<file path="config.mk">
export PLATFORM = sky130hd
export DESIGN_NAME = ext_bus_sequencer
export DESIGN_NICKNAME = d
export VERILOG_FILES = /design/src/rtl/ext_bus_sequencer.sv
export SDC_FILE = /design/constraint.sdc
export NUM_CORES = 1
export LEC_CHECK = 0
export ABC_CLOCK_PERIOD_IN_PS = 3200
export CAP_MARGIN = 20
export CORE_MARGIN = 10
export CORE_UTILIZATION = 49
export DETAILED_ROUTE_END_ITERATION = 6
export PLACE_DENSITY = 0.95
export SYNTH_ARGS = -nofsm -noshare
export SYNTH_HDL_FRONTEND = slang
export SYNTH_SLANG_ARGS = --single-unit
</file>
<file path="constraint.sdc">
create_clock -name clk -period 3.2 [get_ports clk]
set_input_delay 0.8 -clock clk [delete_from_list [all_inputs] [get_ports clk]]
set_output_delay 0.8 -clock clk [all_outputs]
set_load 0.1 [all_outputs]
</file>
<file path="src/rtl/ext_bus_sequencer.sv">
// ext_bus_sequencer
//   Arbitrates the instruction-fetch port (port 0, read only) and the load/store
//   port (port 1) for a 16-bit multiplexed external memory bus. Each access runs
//   low-address latch -> high-address latch -> data phase -> end, with all pad
//   and handshake outputs registered.
//
// Handshake: a requester raises reqN and holds its address (and for port 1
//   we1/be1/wdata1) stable until ackN. ackN is a one-cycle pulse. Read data on
//   rdata is valid in the ack cycle and stays valid until the next read completes.
//   Dropping reqN mid-access does not cancel it. Reset abandons an access with no ack.
//
// Ports
//   clk, rst              clock, synchronous active-high reset
//   req0, addr0, ack0     port 0 request / address / completion pulse
//   req1, addr1, we1,
//   be1, wdata1, ack1     port 1 request / address / write flag / byte lanes /
//                         write data / completion pulse
//   rdata                 read data shared by both ports
//   bus_in, bus_out       pad input / pad output
//   bus_dir               1 = pads are inputs, 0 = chip drives bus_out
//   le_lo, le_hi          address latch enables, active high
//   OEb, WEb_lo, WEb_hi   memory output / byte write enables, active low
//   state                 current FSM state, for observation only
module ext_bus_sequencer #(
  parameter int ADDR_W      = 24,
  parameter int WAIT_CYCLES = 1
) (
  input  logic              clk,
  input  logic              rst,
  input  logic              req0,
  input  logic [ADDR_W-1:0] addr0,
  output logic              ack0,
  input  logic              req1,
  input  logic [ADDR_W-1:0] addr1,
  input  logic              we1,
  input  logic [1:0]        be1,
  input  logic [15:0]       wdata1,
  output logic              ack1,
  output logic [15:0]       rdata,
  input  logic [15:0]       bus_in,
  output logic [15:0]       bus_out,
  output logic              bus_dir,
  output logic              le_lo,
  output logic              le_hi,
  output logic              OEb,
  output logic              WEb_lo,
  output logic              WEb_hi,
  output logic [2:0]        state
);

  typedef enum logic [2:0] {
    S_IDLE = 3'd0,
    S_ALA  = 3'd1,
    S_ALH  = 3'd2,
    S_AHA  = 3'd3,
    S_AHH  = 3'd4,
    S_DATA = 3'd5,
    S_END  = 3'd6
  } state_t;

  localparam logic [3:0] WAIT_LAST = 4'(WAIT_CYCLES);

  state_t            state_q, state_d;
  logic              grant_q, last_grant_q;
  logic [ADDR_W-1:0] addr_q;
  logic              we_q;
  logic [1:0]        be_q;
  logic [15:0]       wdata_q;
  logic [3:0]        cnt_q;

  logic              any_req, grant_sel, data_last;
  logic [ADDR_W-1:0] sel_addr;
  logic [15:0]       lo_word, hi_word;

  logic [15:0] bus_out_d;
  logic        bus_dir_d, le_lo_d, le_hi_d, oeb_d, web_lo_d, web_hi_d, ack0_d, ack1_d;

  // Round robin: on a tie the port that did not win last time is granted.
  // last_grant resets to 1 so port 0 wins the first tie.
  assign any_req   = req0 | req1;
  assign grant_sel = (req0 & req1) ? ~last_grant_q : req1;
  assign sel_addr  = grant_sel ? addr1 : addr0;
  assign data_last = (cnt_q == WAIT_LAST);

  // ALA is only entered from IDLE, where the address is not latched yet,
  // so the low word comes straight from the granted request there.
  assign lo_word = (state_q == S_IDLE) ? sel_addr[15:0] : addr_q[15:0];

  always_comb begin
    hi_word = '0;
    hi_word[ADDR_W-17:0] = addr_q[ADDR_W-1:16];
  end

  assign state = state_q;

  // State register and access context
  always_ff @(posedge clk) begin
    if (rst) begin
      state_q      <= S_IDLE;
      last_grant_q <= 1'b1;
      grant_q      <= 1'b0;
      addr_q       <= '0;
      we_q         <= 1'b0;
      be_q         <= 2'b00;
      wdata_q      <= '0;
      cnt_q        <= '0;
    end else begin
      state_q <= state_d;
      if (state_q == S_IDLE && any_req) begin
        grant_q      <= grant_sel;
        last_grant_q <= grant_sel;
        addr_q       <= sel_addr;
        we_q         <= grant_sel & we1;  // port 0 is always a read
        be_q         <= be1;
        wdata_q      <= wdata1;
      end
      if (state_q == S_DATA) cnt_q <= cnt_q + 4'd1;
      else                   cnt_q <= '0;
    end
  end

  // Next state
  always_comb begin
    state_d = state_q;
    case (state_q)
      S_IDLE:  if (any_req) state_d = S_ALA;
      S_ALA:   state_d = S_ALH;
      S_ALH:   state_d = S_AHA;
      S_AHA:   state_d = S_AHH;
      S_AHH:   state_d = S_DATA;
      S_DATA:  if (data_last) state_d = S_END;
      S_END:   state_d = S_IDLE;
      default: state_d = S_IDLE;
    endcase
  end

  // Outputs are decoded from the next state and registered, so each output
  // register holds the value belonging to the state it is presented with.
  always_comb begin
    bus_out_d = bus_out;
    bus_dir_d = bus_dir;
    le_lo_d   = 1'b0;
    le_hi_d   = 1'b0;
    oeb_d     = 1'b1;
    web_lo_d  = 1'b1;
    web_hi_d  = 1'b1;
    ack0_d    = 1'b0;
    ack1_d    = 1'b0;
    case (state_d)
      S_IDLE: bus_dir_d = 1'b1;
      S_ALA: begin
        bus_dir_d = 1'b0;
        bus_out_d = lo_word;
        le_lo_d   = 1'b1;
      end
      S_ALH: bus_dir_d = 1'b0;
      S_AHA: begin
        bus_dir_d = 1'b0;
        bus_out_d = hi_word;
        le_hi_d   = 1'b1;
      end
      S_AHH: bus_dir_d = 1'b0;
      S_DATA: begin
        if (we_q) begin
          bus_dir_d = 1'b0;
          bus_out_d = wdata_q;
          web_lo_d  = ~be_q[0];
          web_hi_d  = ~be_q[1];
        end else begin
          bus_dir_d = 1'b1;
          oeb_d     = 1'b0;
        end
      end
      // END keeps bus_out/bus_dir from DATA for write data hold time.
      S_END: begin
        ack0_d = ~grant_q;
        ack1_d = grant_q;
      end
      default: bus_dir_d = 1'b1;
    endcase
  end

  always_ff @(posedge clk) begin
    if (rst) begin
      bus_out <= '0;
      bus_dir <= 1'b1;
      le_lo   <= 1'b0;
      le_hi   <= 1'b0;
      OEb     <= 1'b1;
      WEb_lo  <= 1'b1;
      WEb_hi  <= 1'b1;
      ack0    <= 1'b0;
      ack1    <= 1'b0;
      rdata   <= '0;
    end else begin
      bus_out <= bus_out_d;
      bus_dir <= bus_dir_d;
      le_lo   <= le_lo_d;
      le_hi   <= le_hi_d;
      OEb     <= oeb_d;
      WEb_lo  <= web_lo_d;
      WEb_hi  <= web_hi_d;
      ack0    <= ack0_d;
      ack1    <= ack1_d;
      // Capture on the last strobe cycle so data is valid with the ack.
      if (state_q == S_DATA && data_last && !we_q) rdata <= bus_in;
    end
  end

endmodule
</file>
**Word level (Yosys, flattened, before mapping)**

Cells that the tools add are included.

- Bits in registers: 92
- Word-level logic and storage cells: 68

- $add $sub $neg: 1
- Equal/unequal tests: 13
- Multiplexer cells: 13
- Bitwise gates (word level): 11
- Reduce and logical (&&, ||, !) cells: 12

Operator list:

| cell | number |
|---|---|
| case mux 16 bit (3 select lines) | 1 |
| two-way mux 16 bit | 2 |
| two-way mux 24 bit | 1 |
| case mux 3 bit (6 select lines) | 1 |
| == test 3 bit (second input constant) | 5 |
| == test 3 x 2 -> 1 bit (second input constant) | 4 |
| NOT 1 bit | 8 |
| == test 3 x 1 -> 1 bit (second input constant) | 2 |
| two-way mux 3 bit | 2 |
| OR reduction 2 bit | 3 |
| two-way mux 1 bit | 5 |
| adder 4 x 1 -> 4 bit (second input constant) | 1 |
| == test 4 x 1 -> 1 bit (second input constant) | 1 |
| OR reduction 4 bit | 1 |
| logical AND 1 bit | 3 |
| logical NOT 3 bit | 1 |
| case mux 1 bit (3 select lines) | 1 |
| nonzero test 3 bit | 1 |
| OR reduction 3 bit | 1 |
| bitwise AND 1 bit | 2 |
| inequality test 2 bit (second input constant) | 1 |
| AND reduction 2 bit | 1 |
| logical NOT 1 bit | 1 |
| OR 1 bit | 1 |

**Depth between registers and ports, before layout**

Gate-level depths: netlist of run 1.

- Depth after elaboration: 6
- Gate-level depth with buffers: 7

**Least setup slack after synthesis of run 1**

No wires, ideal clock.

- Path type: flip-flop to flip-flop
- From: register state_q[1], in the netlist state[1]
- To: register bus_out[3]
- Arrival: 2.285 ns
- Required time: 3.078 ns
- Setup slack: 0.793 ns
- Cell stages (with the launch flop): 6
- Buffers on the path: 1
- Clock period less this slack: 2.407 ns
- Cells stage by stage: dfxtp_1 buf_2 or3b_2 o21ai_2 a211oi_1 o32a_1

- Longest elaborated chain between the ends: 5
- Elaborated cells between the ends (all ways): 17
- Classes of those cells: 9 x eq/ne; 5 x mux; 3 x reduce/logical

RTL lines:

| element | line | source |
|---|---|---|
| start: declaration | 63 | `state_t state_q, state_d;` |
| start signal: assignment | 108 | `state_q <= state_d;` |
| == test 3 bit (tied with other cells) | 125 | `case (state_q)` |
| case mux 3 bit (6 select lines) | 125 |  |
| == test 3 bit (tied with other cells) | 149 | `case (state_d)` |
| inequality test 2 bit (no source line) or nonzero test 3 bit (tied branches) | n/a |  |
| AND reduction 2 bit (no source line) | n/a |  |
| end signal: assignment | 196 | `bus_out <= bus_out_d;` |
| end: declaration | 41 | `output logic [15:0] bus_out,` |

Several ways; a longest one is shown, not always the timed one.
A chain may end at the register's enable or synchronous reset.

**Worst setup path after layout of run 1**

- From: input port req1
- To: register bus_out[5]

- Longest elaborated chain between the ends: 6
- Elaborated cells between the ends (all ways): 14
- Classes of those cells: 4 x eq/ne; 6 x mux; 2 x bitwise; 2 x reduce/logical

RTL lines:

| element | line | source |
|---|---|---|
| start: declaration | 33 | `input logic req1,` |
| OR 1 bit | 80 | `assign any_req = req0 \| req1;` |
| two-way mux 3 bit | 126 | `S_IDLE: if (any_req) state_d = S_ALA;` |
| case mux 3 bit (6 select lines) | 125 |  |
| == test 3 bit (tied with other cells) | 149 |  |
| inequality test 2 bit (no source line) or nonzero test 3 bit (tied branches) | n/a |  |
| AND reduction 2 bit (no source line) | n/a |  |

Several ways; a longest one is shown, not always the timed one.

==> results of run 1 <==
registers in the layout, summed over array words and instances (netlist names):
signal,cells
wdata_q,16
ack0,1
WEb_hi,1
rdata,16
le_lo,1
le_hi,1
last_grant_q,1
be_q,2
state,3
grant_q,1
WEb_lo,1
ack1,1
OEb,1
addr_q,24
we_q,1
bus_out,16
cnt_q,4
bus_dir,1
critical path, stage by stage:
cell             delay [ns]
clkdlybuf4s50_1        0.52
a21boi_4               0.52
buf_4                  0.31
mux2i_1                0.28
a211oi_1               0.12
o32a_1                 0.34
metal layers:
layer / wire length (µm) / GRT usage [%]
met1: 4827 / 22.37
met4: 254 / 6.227
met5: 0 / 0
met2: 6358 / 35.73
met3: 1027 / 6.849
Yosys cell counts, types with 2 or more instances:
library cell	count	area, µm²
buf_1	2	7.510
nand3_1	4	20.02
nor2b_1	9	56.30
a221oi_1	7	61.31
or3_1	2	12.51
clkbuf_1	15	56.30
nor3_4	2	32.53
buf_2	13	65.06
a32o_1	8	80.08
nor4_2	2	25.02
xnor2_1	2	17.52
o22a_1	2	17.52
o32a_1	8	80.08
a211oi_1	25	187.7
nand2_1	38	142.6
nor3_1	8	40.04
dfxtp_1	92	1842
nor2_1	74	277.8
ha_1	2	25.02
o41ai_1	8	70.07
a21oi_1	21	105.1
buf_4	4	30.03
nand3b_1	9	67.56
mux2i_1	33	330.3
a32oi_1	2	17.52
mux2_2	7	78.83
nor2_2	2	12.51
nor3b_1	2	15.01
cell type report:
type                            count  area (µm²)  share of cell area [%]
Multi-Input combinational cell    297        1972                   36.52
Timing Repair Buffer              139        1254                   23.22
Sequential cell                    92        1842                   34.11
Clock buffer                       11       141.4                   2.618
Clock inverter                      5       60.06                   1.112
Tap cell                          102       127.6                   2.363
Inverter                            1       3.754                 0.06951
logic make-up after synthesis:
group / Yosys count / share of synthesized area, %
simple gates: 163 / 20.37
flops: 92 / 46.42
compound gates: 89 / 17.22
mux: 40 / 10.31
buf+inv: 36 / 4.383
xor+xnor: 3 / 0.6624
fa+ha+maj: 2 / 0.6306
stage by stage:
| step | std cells | cell area, µm² | util, % | hold WS [ns] | power, mW |
|---|---|---|---|---|---|
| floorplan | 425 | 3968 | - | 0.3681 | 2.166 |
| global placement | 631 | 5199 | 66.59 | 0.3751 | 2.455 |
| detailed placement | 631 | 5199 | 66.59 | 0.3956 | 2.499 |
| CTS | 647 | 5400 | 69.17 | 0.4091 | 3.288 |
| global route | 647 | 5400 | 69.17 | 0.4165 | 3.415 |
| finish | 647 | 5400 | 69.17 | 0.4073 | 3.287 |
where the power goes:
group	switching (mW)	leakage, nW	internal, mW
Sequential	0.113	0.755	1.28
Clock	0.417	0.0999	0.386
Combinational	0.719	1.23	0.369
final timing paths:
path                                      startpoint  slack [ns]                       to  depth (start not counted)
worst min-delay path            be_q[1]$_SDFFE_PP0P_        0.41        WEb_hi$_SDFF_PP1_                          1
worst min register to register  be_q[1]$_SDFFE_PP0P_        0.41        WEb_hi$_SDFF_PP1_                          1
worst max-delay path                            req1        0.58  bus_out[5]$_SDFFE_PP0P_                          6
worst max register to register   state[1]$_SDFF_PP0_        0.83  addr_q[22]$_SDFFE_PP0P_                          5
==> impl_results.md, run 1 <==
* Async SR Flop Fraction at 0%
* Pre-Repair DR Iteration Count at 4
* Final WS setup at 0.5766 ns
* Critical Path RT at 3.46 ns
* Final Max Slew Viols at 0
* Crit. End Element: flop
* Max rail drop VDD at 0.0004672 V
* Static leakage at 2.082 nW
* Worst-skew pair later-pin latency at 0.36 ns
* Post-Syn Area at 0.003968 mm²
* CP arrival at 2.88 ns
* Avg Cell Area, Syn at 9.335 µm²
* CTS max path bufs at 2
* FILL cells at 579
* Register area share after synthesis at 46.42%
* Post-route ant nets at 0
* Worst Tran Pin Value at 0.9733 ns
* Ant diodes at 0
* PwrDens at 608.6 mW/mm²
* Yosys warns at 0
* Post-Syn Nets at 514
* H-tree depth at 3
* Num CTS Buffers at 9
* Outcome: finished clean
* Detailed Route Iter0 Violations at 217
* Root Driver: clkbuf_8
* FP Rows at 32
* CTS tree: done
* Tmin final at 2.623 ns
* Clock-pin slew on the worst setup and hold paths at 0.10 ns
* Post-synth top flop: dfxtp_1
* Crit Path Class: primary input to flop
* Initial antenna violation count at 0
* Final setup violation count at 0
* Fin crit share at 81.98%
* GPL Wtd Cong at 0.8986
* Share of post-route cells with drive strength above 1 at 16.33%
* DR vias at 3702
* Gates resized, CTS repair at 0
* FMAX at 381.2 MHz
* Total track usage at 20.21%
* Clk sinks at 92
* Placement Setup Slack at 0.2183 ns
* Register bit total from synthesis at 92
* Synth cell types at 50
* Pin count of the biggest net entering global routing at 73
* Die Ht at 110.0 µm
* Slew Limit Headroom at 34.90%
* Ports at 130
* RSZ-0062 raised after global routing: false
* GRT overflow at 0
* Routed WL at 12470 µm
* Final net count at 629
* Setup TNS at 0 ns
* Startpoint Class: primary input
* Core footprint at 0.007807 mm²
* Post-synthesis cell count at 425
* Most frequent cells in the layout: dfxtp_1, clkdlybuf4s50_1, nor2_1
* Die X at 110.0 µm
* Max-cap violations at 0
* Die area at 0.01210 mm²
* CP max FO at 13
* Hold Crit Class: flop to flop
* Starting Density at 50.82%
* Endpoints failing hold at 0
* Setup Skew at 0.01006 ns
* Vias in the first global route at 3787
* Post-synth EDFFs at 0
* Most common cell after layout, fill and taps aside: dfxtp_1
* DR vias/cell at 5.722
* Drt wl/cell at 19.27 µm
* # DRC at 0
* Area grow syn2layout at 36.11%
* First-pass GRT wire length at 19260 µm
* Post-CTS Hold Buffers at 0
* IO buf count at 129
* Post-CTS Repair Setup Buffers at 0
* Hpwl dp at 9097 µm
Power figures use the tool's default switching activity.
==> run 2: changes to the inputs <==
ABC_CLOCK_PERIOD_IN_PS = 2150   (was 3200)
CORE_UTILIZATION = 41   (was 49)
PLACE_DENSITY = 0.87   (was 0.95)
clock period = 2.15 ns   (was 3.2 ns; I/O delays follow)
==> run 2 against run 1 <==
Non-clock buffer count grew 10. Register-to-register slack lost 0.53 ns. Core utilization shrank 9.0 points. Die area grew 16%. Routed wire length grew 0.12%. Flip-flop and latch count is the same. Critical path depth is the same. Count of clock-buffer cells in the layout shrank 1. Combinational power grew 56%. Final area grew 3.9%. First-iteration DRC count shrank 14%. Global-route usage shrank 3.0 points. Largest cell class unchanged. Largest power group unchanged.
==> impl_results.md, run 2 (synthesis gave the netlist of run 1 again) <==
* Placed cell count at 667 (+5.7%)
* Finished Layout Cells at 685 (+5.9%)
* Placement Setup Slack at -0.3041 ns (-0.5224 ns)
* FILL cells at 761 (+31%)
* Slew Limit Headroom at 57.51% (+23 points)
* Most common cell after layout, fill and taps aside: dfxtp_1
* DR vias at 3669 (-0.89%)
* CTS max path bufs at 2 (unchanged)
* Static leakage at 2.153 nW (+3.4%)
* GRT overflow at 0 (unchanged)
* GPL Wtd Cong at 0.9211 (+2.5%)
* CP max FO at 5 (-8)
* CTS tree: done
* Die area at 0.01401 mm² (+16%)
* Critical Path Max Stage Delay at 0.53 ns (about the same)
* CP arrival at 2.30 ns (-0.58 ns)
* Sw Ratio at 37.92% (-0.072 points)
* Area grow syn2layout at 41.47%
* Worst path bufs/invs at 2 (unchanged)
* Die Ht at 118.4 µm (+7.6%)
* Setup TNS at 0 ns (unchanged)
* P_int at 3.072 mW (+51%)
* IO buf count at 129 (unchanged)
* Switching Power at 1.877 mW (+50%)
* Design Area, Final at 0.005613 mm² (+3.9%)
* Fin crit share at 96.15%
* Final net count at 639 (+1.6%)
* Max reg flops at 24 (unchanged)
* Final WS setup at 0.08281 ns (-0.4938 ns)
* Final core utilization at 60.17% (-9.0 points)
* Max-cap violations at 0 (unchanged)
* Worst-skew pair later-pin latency at 0.36 ns (about the same)
* Comb power frac at 34.4% (+1.3 points)
* Vias in the first global route at 3823 (+0.95%)
* CP delay by family, top: compound AO/OA/AOI/OAI gates
* Core footprint at 0.009328 mm² (+19%)
* Setup Skew at 0.01388 ns (+0.003816 ns)
* Share of post-route cells with drive strength above 1 at 18.92% (+2.6 points)
* Pin count of the biggest net entering global routing at 55 (-25%)
* Pre-Repair DR Iteration Count at 4 (unchanged)
* Worst path slowest cell: clkdlybuf4s50_1
* Routed WL at 12480 µm (+0.12%)
* Final setup violation count at 0 (unchanged)
* FP Rows at 35 (+9.4%)
* Critical Path RT at 2.39 ns (-1.07 ns)
* Worst Tran Pin Value at 0.6373 ns (-0.3361 ns)
* Biggest register: addr_q
* Initial antenna violation count at 1 (+1)
* Outcome: finished clean
* Drt wl/cell at 18.22 µm (-5.4%)
* Detailed Route Iter0 Violations at 187 (-14%)
* Clk sinks at 92 (unchanged)
* Endpoints failing hold at 0 (unchanged)
* Clk pwr share at 23.8% (-0.6 points)
* Tmin final at 2.067 ns
* Pwr Total at 4.949 mW (+51%)
* Sequential power share at 41.8% (-0.7 points)
* Startpoint Class: primary input
* PwrDens at 881.7 mW/mm² (+45%)
* Final hold slack at 0.4075 ns (+0.0001660 ns)
* H-tree depth at 3 (unchanged)
* Most frequent cells in the layout: dfxtp_1, clkdlybuf4s50_1, nor2_1
* Hpwl dp at 9396 µm (+3.3%)
* Ports at 130 (unchanged)
* Max rail drop VDD at 0.0008220 V (+76%)
* Crit Path Class: primary input to flop
* Post-CTS Hold Buffers at 0 (unchanged)
* Num CTS Buffers at 9 (unchanged)
* Post-placement cell area at 0.005379 mm² (+3.5%)
* First-pass GRT wire length at 19800 µm (+2.8%)
* FMAX at 483.8 MHz
* # DRC at 0 (unchanged)
* Die X at 118.4 µm (+7.6%)
* DR vias/cell at 5.356 (-6.4%)
* Hold Crit Class: flop to flop
* Crit. End Element: flop
* Post-route ant nets at 0 (unchanged)
* Root Driver: clkbuf_8
* Total track usage at 17.21% (-3.0 points)
* Final Max Slew Viols at 0 (unchanged)
* Clock-pin slew on the worst setup and hold paths at 0.09 ns (about the same)
* Worst path cell trace: clkdlybuf4s50_1, a21boi_4, buf_4, mux2_2, a221oi_1, o41ai_1
* Starting Density at 42.54% (-8.3 points)
==> run 2: worst reg2reg max path, cell delays in order (launching register included) <==
cell,delay (ns)
dfxtp_2,0.60
or2_0,0.57
nand2_1,0.15
o311a_1,0.15
o41ai_1,0.29
==> run 2: worst paths after layout <==
kind / from / to / slack [ns] / depth (start not counted)
max: req1 / bus_out[14]$_SDFFE_PP0P_ / 0.08 / 6
min: be_q[1]$_SDFFE_PP0P_ / WEb_hi$_SDFF_PP1_ / 0.41 / 1
max reg2reg: state[0]$_SDFF_PP0_ / bus_out[15]$_SDFFE_PP0P_ / 0.30 / 4
min reg2reg: be_q[1]$_SDFFE_PP0P_ / WEb_hi$_SDFF_PP1_ / 0.41 / 1
==> run 2: timing repair <==
action | 4_1_cts | 5_1_grt
hold endpoints to repair | 0 | 0
buffers inserted | 0 | 1
resized for setup | 0 | 5
setup endpoints to repair | 0 | 8
==> run 2: power by group through the flow <==
stage | Clock [mW] | Sequential, mW | Combinational (mW)
2_1_floorplan | 0 | 2.54 | 0.681
3_3_place_gp | 0 | 2.10 | 1.64
3_5_place_dp | 0 | 2.10 | 1.69
4_1_cts | 1.19 | 2.06 | 1.69
5_1_grt | 1.26 | 2.09 | 1.82
6_report | 1.18 | 2.07 | 1.70
==> run 2: final cells by class <==
class                      count  area (µm²)  share of cell area (%)
antenna                        1       2.502                 0.04458
clock buffer                  10       127.6                   2.274
clock inverter                 6       71.32                   1.271
inverter                       1       3.754                 0.06687
multi-input combinational    297        1993                   35.51
sequential                    92        1846                   32.88
tap                          129       161.4                   2.876
timing repair buffer         149        1408                   25.08
==> run 2: routing by layer <==
metal	GRT usage [%]	vias to the layer above	part of all wire, %
met4	6.947	0	1.9
met3	3.522	16	5.7
met5	0	-	0
met1	20.36	1737	43
li1	-	1778	-
met2	29.73	138	50
==> run 3: changes to the inputs <==
ABC_CLOCK_PERIOD_IN_PS = 2300   (was 2150)
CORE_UTILIZATION = 46   (was 41)
PLACE_DENSITY = 0.92   (was 0.87)
clock period = 2.3 ns   (was 2.15 ns; I/O delays follow)
==> run 3 against run 2 <==
Non-clock buffer count is 2 higher. Via count is 2.2% higher. Power is 3.2% lower. Die area is 9.1% lower. Critical endpoint is now bus_out[13]$_SDFFE_PP0P_. Core utilization is 7.4 points higher. Combinational power is 6% lower. Sequential power is 6% lower. Setup slack better by 0.17 ns. Largest power group unchanged. Count of clock-buffer cells in the layout is 3 higher. Hold slack better by 0.0014 ns.
==> impl_results.md, run 3 (synthesis gave the netlist of run 1 again) <==
* Outcome: finished clean
* Crit Path Class: primary input to flop
* Pin count of the biggest net entering global routing at 45 (-18%)
* PwrDens at 854.1 mW/mm² (-3.1%)
* Max rail drop VDD at 0.0005354 V (-35%)
* Routed WL at 12350 µm (-1.1%)
* Finished Layout Cells at 662 (-3.4%)
* GRT busiest layer: met2
* Die X at 112.9 µm (-4.6%)
* GRT overflow at 0 (unchanged)
* Total track usage at 18.62% (+1.4 points)
* Clock-pin slew on the worst setup and hold paths at 0.08 ns (about the same)
* First-pass GRT wire length at 19330 µm (-2.4%)
* Crit. End Element: flop
* GPL Wtd Cong at 0.8738 (-5.1%)
* Setup Skew at 0.01187 ns (-0.002014 ns)
* Clk sinks at 92 (unchanged)
* Root Driver: clkbuf_8
* FMAX at 489.5 MHz
* Starting Density at 47.81% (+5.3 points)
* Die area at 0.01274 mm² (-9.1%)
* Hpwl dp at 9251 µm (-1.5%)
* Hold Crit Class: flop to flop
* Slew Limit Headroom at 58.85% (+1.3 points)
* Final Max Slew Viols at 0 (unchanged)
* RSZ-0062 raised after global routing: false
* Placed cell count at 646 (-3.1%)
* Ant diodes at 0 (-1)
* Biggest register: addr_q
* Gates resized, CTS repair at 0 (unchanged)
* Setup TNS at 0 ns (unchanged)
* CTS max path bufs at 2 (unchanged)
* FILL cells at 643 (-16%)
* H-tree depth at 3 (unchanged)
* DR vias at 3749 (+2.2%)
* Final core utilization at 67.57% (+7.4 points)
* Final net count at 641 (+0.31%)
* Num CTS Buffers at 9 (unchanged)
* Worst Tran Pin Value at 0.6152 ns (-0.02206 ns)
* Area grow syn2layout at 41.34% (about the same)
* CP arrival at 2.29 ns (about the same)
* Met3 Use GR at 5.494% (+2.0 points)
* Core footprint at 0.008299 mm² (-11%)
* Met1 GRT Util at 20.60% (+0.24 points)
* Share of post-route cells with drive strength above 1 at 18.67% (-0.25 points)
* M2 GR Usage at 32.57% (+2.8 points)
* Ports at 130 (unchanged)
* CTS tree: done
* # DRC at 0 (unchanged)
* Startpoint Class: primary input
* Drt wl/cell at 18.65 µm (+2.3%)
* Post-route ant nets at 0 (unchanged)
* Most frequent cells in the layout: dfxtp_1, clkdlybuf4s50_1, nor2_1
* R2R depth at 7 (+3)
* Post-CTS Hold Buffers at 0 (unchanged)
* Fin crit share at 88.83%
* CP max FO at 15 (+10)
* FP Rows at 33 (-5.7%)
* Most common cell after layout, fill and taps aside: dfxtp_1
* Post-CTS Repair Setup Buffers at 0 (unchanged)
* Final hold slack at 0.4089 ns (+0.001360 ns)
* Tmin final at 2.043 ns
* Initial antenna violation count at 0 (-1)
* Worst hold stages at 1 (unchanged)
* Pre-Repair DR Iteration Count at 4 (unchanged)
* Max reg flops at 24 (unchanged)
* Critical Path RT at 2.54 ns (+0.15 ns)
* Final setup violation count at 0 (unchanged)
* Detailed Route Iter0 Violations at 218 (+17%)
* Vias in the first global route at 3792 (-0.81%)
* Endpoints failing hold at 0 (unchanged)
* DR vias/cell at 5.663 (+5.7%)
* Die Ht at 112.9 µm (-4.6%)
* Worst-skew pair later-pin latency at 0.37 ns (about the same)
* Static leakage at 2.180 nW (+1.3%)
* Max-cap violations at 0 (unchanged)
* Pwr Total at 4.790 mW (-3.2%)
* IO buf count at 129 (unchanged)
-- run 3: cell types whose count changed in the layout (fill, tap and decap cells not counted), sizes merged --
cell and delta:
diode -1, clkinvlp -1, clkbuf +3, clkinv -1, inv -2, bufinv +1, buf +2
-- run 3: through the flow --
stage,setup WS (ns),cell area [µm²]
after floorplan,0.2539,3971
after global placement,-0.003490,5371
after detailed placement,-0.1104,5371
after CTS,0.2789,5608
after global routing,0.1238,5608
final,0.2569,5608
-- run 3: final timing paths --
| kind | startpoint | end | slack, ns |
|---|---|---|---|
| max | req0 | bus_out[13]$_SDFFE_PP0P_ | 0.26 |
| min | be_q[1]$_SDFFE_PP0P_ | WEb_hi$_SDFF_PP1_ | 0.41 |
| max reg2reg | cnt_q[1]$_SDFF_PP0_ | bus_out[13]$_SDFFE_PP0P_ | 0.27 |
| min reg2reg | be_q[1]$_SDFFE_PP0P_ | WEb_hi$_SDFF_PP1_ | 0.41 |
-- run 3: final cells by class --
type | count | area [µm²] | share of cell area [%]
clock buffer | 13 | 168.9 | 3.012
clock inverter | 3 | 67.56 | 1.205
inverter | 1 | 3.754 | 0.06693
multi-input combinational | 297 | 1972 | 35.16
sequential | 92 | 1846 | 32.91
tap | 105 | 131.4 | 2.343
timing repair buffer | 151 | 1419 | 25.30
-- run 3: layer usage --
| layer | share of wire, % | wire, µm |
|---|---|---|
| met1 | 40 | 4956 |
| met2 | 50 | 6216 |
| met3 | 7.2 | 887 |
| met4 | 2.3 | 285 |
| met5 | 0 | 0 |
-- run 3: worst max-delay path: stages --
cell and delay, ns:
clkdlybuf4s50_1 0.50, a21boi_4 0.22, buf_12 0.19, mux2_2 0.36
a221oi_1 0.31, o41ai_1 0.13
-- run 3: report_power, final --
| group | switching (mW) | total, mW | internal (mW) |
|---|---|---|---|
| sequential | 0.152 | 1.94 | 1.79 |
| clock | 0.562 | 1.26 | 0.702 |
| combinational | 1.01 | 1.59 | 0.577 |
